[config.mk]
export PLATFORM = sky130hd
export DESIGN_NAME = auth_session_ctrl
export DESIGN_NICKNAME = d
export VERILOG_FILES = /design/src/rtl/auth_session_ctrl.sv
export SDC_FILE = /design/constraint.sdc
export NUM_CORES = 1
export LEC_CHECK = 0
export ABC_AREA = 1
export CORE_MARGIN = 2
export CORE_UTILIZATION = 45
export DETAILED_ROUTE_END_ITERATION = 8
export DONT_BUFFER_PORTS = 1
export GPL_TIMING_DRIVEN = 0
export PLACE_DENSITY_LB_ADDON = 0.1
export SYNTH_ARGS = -nofsm -noshare
export SYNTH_HDL_FRONTEND = slang
export SYNTH_SLANG_ARGS = --single-unit
[constraint.sdc]
create_clock -name clk -period 2.3 [get_ports clk]
set_clock_uncertainty 0.2 [all_clocks]
set_input_delay 0.575 -clock clk [delete_from_list [all_inputs] [get_ports clk]]
set_output_delay 0.575 -clock clk [all_outputs]
set_load 0.02 [all_outputs]
[src/rtl/auth_session_ctrl.sv]
// Front-panel login controller: role decode on confirm, session hold with idle logout,
// permission-checked feature latch, and failed-login lockout.
module auth_session_ctrl #(
  parameter int unsigned         NUM_FEAT   = 7,
  parameter int unsigned         FEAT_W     = 3,
  parameter logic [NUM_FEAT-1:0] ADM_MASK   = 7'h7F,
  parameter logic [NUM_FEAT-1:0] TEST_MASK  = 7'h3F,
  parameter logic [NUM_FEAT-1:0] USER_MASK  = 7'h0F,
  parameter logic [NUM_FEAT-1:0] GUEST_MASK = 7'h01,
  parameter int unsigned         MAX_FAIL   = 3,
  parameter int unsigned         LOCK_CYC   = 16,
  parameter int unsigned         IDLE_CYC   = 1024,
  localparam int unsigned        FAIL_W     = $clog2(MAX_FAIL + 1)
) (
  input  logic                clk,
  input  logic                rst,
  input  logic                ch_role,
  input  logic                bt0,
  input  logic                bt1,
  input  logic                bt_confirm,
  input  logic                bt_sel,
  input  logic                bt_logout,
  input  logic [FEAT_W-1:0]   feat_code,
  output logic [3:0]          role_oh,
  output logic                session,
  output logic                locked,
  output logic [NUM_FEAT-1:0] feat_oh,
  output logic                deny,
  output logic [FAIL_W-1:0]   fail_cnt
);

  localparam int unsigned LCNT_W = $clog2(LOCK_CYC + 1);
  localparam int unsigned ICNT_W = $clog2(IDLE_CYC + 1);

  typedef enum logic [1:0] {StIdle, StSession, StLocked} state_e;

  state_e              state_q, state_d;
  logic [3:0]          role_q, role_d;
  logic [NUM_FEAT-1:0] feat_q, feat_d;
  logic [FAIL_W-1:0]   fail_q, fail_d, fail_inc;
  logic                deny_q, deny_d;
  logic [LCNT_W-1:0]   lock_q, lock_d;
  logic [ICNT_W-1:0]   idle_q, idle_d;
  logic                conf_prev_q, sel_prev_q, logout_prev_q;

  logic                conf_ev, sel_ev, logout_ev, any_ev;
  logic [3:0]          role_dec;
  logic [NUM_FEAT-1:0] mask, sel_oh;
  logic                sel_ok;

  assign conf_ev   = bt_confirm & ~conf_prev_q;
  assign sel_ev    = bt_sel & ~sel_prev_q;
  assign logout_ev = bt_logout & ~logout_prev_q;
  assign any_ev    = conf_ev | sel_ev | logout_ev;
  assign fail_inc  = fail_q + FAIL_W'(1);

  // role_dec bit order {guest,user,test,adm}; zero means invalid combination
  always_comb begin
    role_dec = 4'b0000;
    case ({ch_role, bt0, bt1})
      3'b101:  role_dec = 4'b0001;
      3'b011:  role_dec = 4'b0010;
      3'b001:  role_dec = 4'b0100;
      3'b110:  role_dec = 4'b1000;
      default: role_dec = 4'b0000;
    endcase
  end

  always_comb begin
    mask = '0;
    case (role_q)
      4'b0001: mask = ADM_MASK;
      4'b0010: mask = TEST_MASK;
      4'b0100: mask = USER_MASK;
      4'b1000: mask = GUEST_MASK;
      default: mask = '0;
    endcase
    // Codes above NUM_FEAT leave sel_oh zero and therefore fail the permission check
    sel_oh = '0;
    for (int i = 0; i < NUM_FEAT; i++) begin
      if (feat_code == FEAT_W'(i + 1)) sel_oh[i] = 1'b1;
    end
    sel_ok = |(sel_oh & mask);
  end

  always_comb begin
    state_d = state_q;
    role_d  = role_q;
    feat_d  = feat_q;
    fail_d  = fail_q;
    deny_d  = 1'b0;
    lock_d  = lock_q;
    idle_d  = idle_q;
    case (state_q)
      StIdle: begin
        if (conf_ev) begin
          if (|role_dec) begin
            state_d = StSession;
            role_d  = role_dec;
            fail_d  = '0;
            feat_d  = '0;
            idle_d  = '0;
          end else begin
            deny_d = 1'b1;
            fail_d = fail_inc;
            if (fail_inc == FAIL_W'(MAX_FAIL)) begin
              state_d = StLocked;
              lock_d  = '0;
            end
          end
        end
      end
      StSession: begin
        if (logout_ev) begin
          state_d = StIdle;
          role_d  = '0;
          feat_d  = '0;
          idle_d  = '0;
        end else if (!any_ev) begin
          if (idle_q == ICNT_W'(IDLE_CYC - 1)) begin
            state_d = StIdle;
            role_d  = '0;
            feat_d  = '0;
            idle_d  = '0;
          end else begin
            idle_d = idle_q + ICNT_W'(1);
          end
        end else begin
          idle_d = '0;
          if (sel_ev) begin
            if (feat_code == '0) feat_d = '0;
            else if (sel_ok)     feat_d = sel_oh;
            else                 deny_d = 1'b1;
          end
        end
      end
      StLocked: begin
        if (lock_q == LCNT_W'(LOCK_CYC - 1)) begin
          state_d = StIdle;
          fail_d  = '0;
          lock_d  = '0;
        end else begin
          lock_d = lock_q + LCNT_W'(1);
        end
      end
      default: state_d = StIdle;
    endcase
  end

  always_ff @(posedge clk) begin
    if (rst) begin
      state_q       <= StIdle;
      role_q        <= '0;
      feat_q        <= '0;
      fail_q        <= '0;
      deny_q        <= 1'b0;
      lock_q        <= '0;
      idle_q        <= '0;
      // Held buttons must not look like fresh presses after reset
      conf_prev_q   <= 1'b1;
      sel_prev_q    <= 1'b1;
      logout_prev_q <= 1'b1;
    end else begin
      state_q       <= state_d;
      role_q        <= role_d;
      feat_q        <= feat_d;
      fail_q        <= fail_d;
      deny_q        <= deny_d;
      lock_q        <= lock_d;
      idle_q        <= idle_d;
      conf_prev_q   <= bt_confirm;
      sel_prev_q    <= bt_sel;
      logout_prev_q <= bt_logout;
    end
  end

  assign role_oh  = role_q;
  assign session  = (state_q == StSession);
  assign locked   = (state_q == StLocked);
  assign feat_oh  = feat_q;
  assign deny     = deny_q;
  assign fail_cnt = fail_q;

endmodule

==> summary.md <==
| Metric | Value |
|---|---|
| Status | finished, final reports clean |
| Clock share of power | 22.0% |
| Slew of the pin with the lowest slew margin | ~0.46 ns |
| Nature of the critical path startpoint | flop |
| Port Buffer Count | 0 |
| DIE HEIGHT | 71.1 um |
| Overflow after GRT | 0 |
| # DRC | 0 |
| Initial DRC count | 54 |
| Sink Count | 35 |
| CP required | 1.52 ns |
| Largest net degree at the start of global routing | 11 |
| Synth Area per Inst | 6.91 um^2 |
| Setup Viol. Count Final | 0 |
| Top cells by count, synth | nand2_1 (65), inv_1 (41), nor2_1 (41) |
| Number of global-route vias before repair | roughly 1600 |
| Setup slack, reg-to-reg | ~0.4 ns |
| Setup Crit Path Kind | reg2out |
| CTS Hold Bufs | 0 |
| Top FF cell, synth | dfxtp_1 |
| Post-synthesis sequential area ratio | between 30% and 40% |
| Postcts setup bufs | 0 |
| Post-synth top area cell | dfxtp_1 |
| Max Freq | 521 MHz |
| Synthesis-to-layout area growth | 8.16% |
| Multi-input gate area | 0.00112 mm^2 |
| # fillers | ~460 |
| Synth Cell Area | 0.00202 mm^2 |
| TNS Setup | 0 ns |
| Die X | 71.1 um |
| Yosys warnings | 0 |
| RSZ-0062 raised after global routing | no |
| Initial antenna violation count | 0 |
| DR pass1 iterations | 4 |
| PwrDens | 1010 mW/mm^2 |
| Max rail drop VDD | roughly 350 uV |
| Total Wirelength | roughly 4200 um |
| First-pass GRT wire length | roughly 7100 um |
| Flop pwr share | 40.8% |
| Slowest stage delay, CP | 0.44 ns |
| Max-slew headroom | between 60 and 70% |
| Die ar. | 0.00505 mm^2 |
| Antenna-violating nets left | 0 |
| Combinational fraction of design power | 37.2% |
| Fin nets | approximately 310 |
| Routed length per instance | between 10 and 15 um |
| Worst EP arrival | 1.14 ns |
| Share of synthesized registers carrying an async set or reset | 0% |
| Net count after synthesis | 307 |
| Clk_lat worst skew | ~0.29 ns |
| Initial core utilization | 46.5% |
| Tcrit/Tclk final | a little over four fifths |
| Share of cells above drive strength 1 | 14.3% |
| Place WS | 0.335 ns |
| Fin cells | between 300 and 400 |
| Vias/cell | 5.02 |
| Synth cell types | 37 |
| Top Ports | 27 |
| Yosys reg bits | 35 |
| Period minus WS final | 1.92 ns |
| Antenna diodes | 0 |
| Top cells by area, synth | dfxtp_1 (35%), nand2_1 (12%), inv_1 (7.6%) |
| Clk slew on worst S/H paths | 0.07 ns |
| FF+latch area | 701 um^2 |
| CP max stage cell | dfxtp_1 |
| Ordered cell list for the critical path | nand2_1 -> inv_1 |
| Family with the most delay on the worst path | flip-flops |
| Vias after detailed routing | 1772 |
| CTS tree | done |
| NetSw | 944 uW |
| Row cnt | 24 |
| Final hold viol count | 0 |
| Total GRT Usage | about 18% |
| Post-cts repair resize count | 0 |
| CTS root buf | clkbuf_8 |
| Max-slew violations | 0 |
| CTS H-tree depth | 2 |
| MaxCap Viol Count | 0 |
| Crit Path Max Fanout | 5 |
| Worst setup EP type | primary output |
| Overall Power | 2220 uW |
| Leakage | approximately 0.00092 uW |
| Buf/Inv on CP | 1 |
| Int Pwr | 1270 uW |
| DP Cell Count | 345 |
| Count leader, synth | nand2_1 |
| Num CTS Buffers | 5 |
| Worst hold path class | in2reg |
| Cell count after synthesis | 293 |
| RePlAce Congestion | roughly 0.9 |
| DP Wirelength | ~3200 um |
| Max Root-Sink Buffers | 2 |
| Yosys top cell area share | 34.6% |
| Fin worst setup slack | 0.380 ns |
| Core ar. | 0.00435 mm^2 |
| Net Sw Frac | 42.5% |
| EDFF count, synth | 0 |
[worst paths after layout]
check                               start                 endpoint  cells after the start
setup / recovery  state_q[1]$_SDFFE_PP0P_                   locked                      2
hold / removal                 bt_confirm   conf_prev_q$_SDFF_PP1_                      2
setup reg to reg   idle_q[0]$_SDFFE_PP0P_  role_oh[0]$_SDFFE_PP0P_                     10
hold reg to reg   idle_q[10]$_SDFFE_PP0P_  idle_q[10]$_SDFFE_PP0P_                      2
[power groups by stage]
stage	Sequential (uW)	Clock (uW)	Combinational (uW)
3_3_place_gp	920	0	825
5_1_grt	925	531	946
4_1_cts	909	505	838
6_report	905	488	825
2_1_floorplan	901	0	700
3_5_place_dp	923	0	832
[sequential cells by signal, summed over array words and instances, names as in the netlist]
signal,count
state_q,2
deny,1
lock_q,5
logout_prev_q,1
feat_oh,7
conf_prev_q,1
fail_cnt,2
idle_q,11
role_oh,4
sel_prev_q,1
[layout by cell type, fill, tap and decap left out, types with 4 or more instances in the layout]
cell type and n:
inv_1 41, dfxtp_1 35, nand2_2 4, nand2_1 65, nor2_1 41, nor2_2 5
nor3_1 8, xor2_1 4, inv_2 6, nand4_1 10, nand3_1 13, a21oi_1 14
clkbuf_8 7, o21ai_0 10
[layer usage]
metal  wire length, um  track usage, %  vias to the layer above
li1                  -               -                      948
met1              1940            20.4                      778
met2              1920            30.3                       38
met3               227            5.27                        8
met4                75            8.18                        0
met5                 0               0                        -
[cells by family (layout without fill, tap and decap cells)]
group	count (synthesis)	after routing	share of synthesized area [%]
AND/OR/NAND/NOR	164	164	41.2
flip-flops	35	35	34.6
buffers and inverters	51	59	9.90
AO/OA/AOI/OAI	36	36	10.7
XOR/XNOR	4	4	1.73
adder cells (fa/ha/maj)	3	3	1.86
[metrics by stage]
stage	hold WS [ns]	area (um^2)	util [%]
after floorplan	0.229	2020	-
after global placement	0.243	2090	48.0
after detailed placement	0.247	2090	48.0
after CTS	0.180	2190	50.3
after global routing	0.186	2190	50.3
final	0.189	2190	50.3
[layout make-up]
| class | count | share of cell area, % |
|---|---|---|
| inverter | 48 | 8.46 |
| tap | 52 | 2.97 |
| clock buffer | 8 | 4.57 |
| sequential | 35 | 32.0 |
| buffer | 3 | 0.686 |
| multi-input combinational | 207 | 51.3 |
No activity file was read; power rests on OpenSTA's default activity.
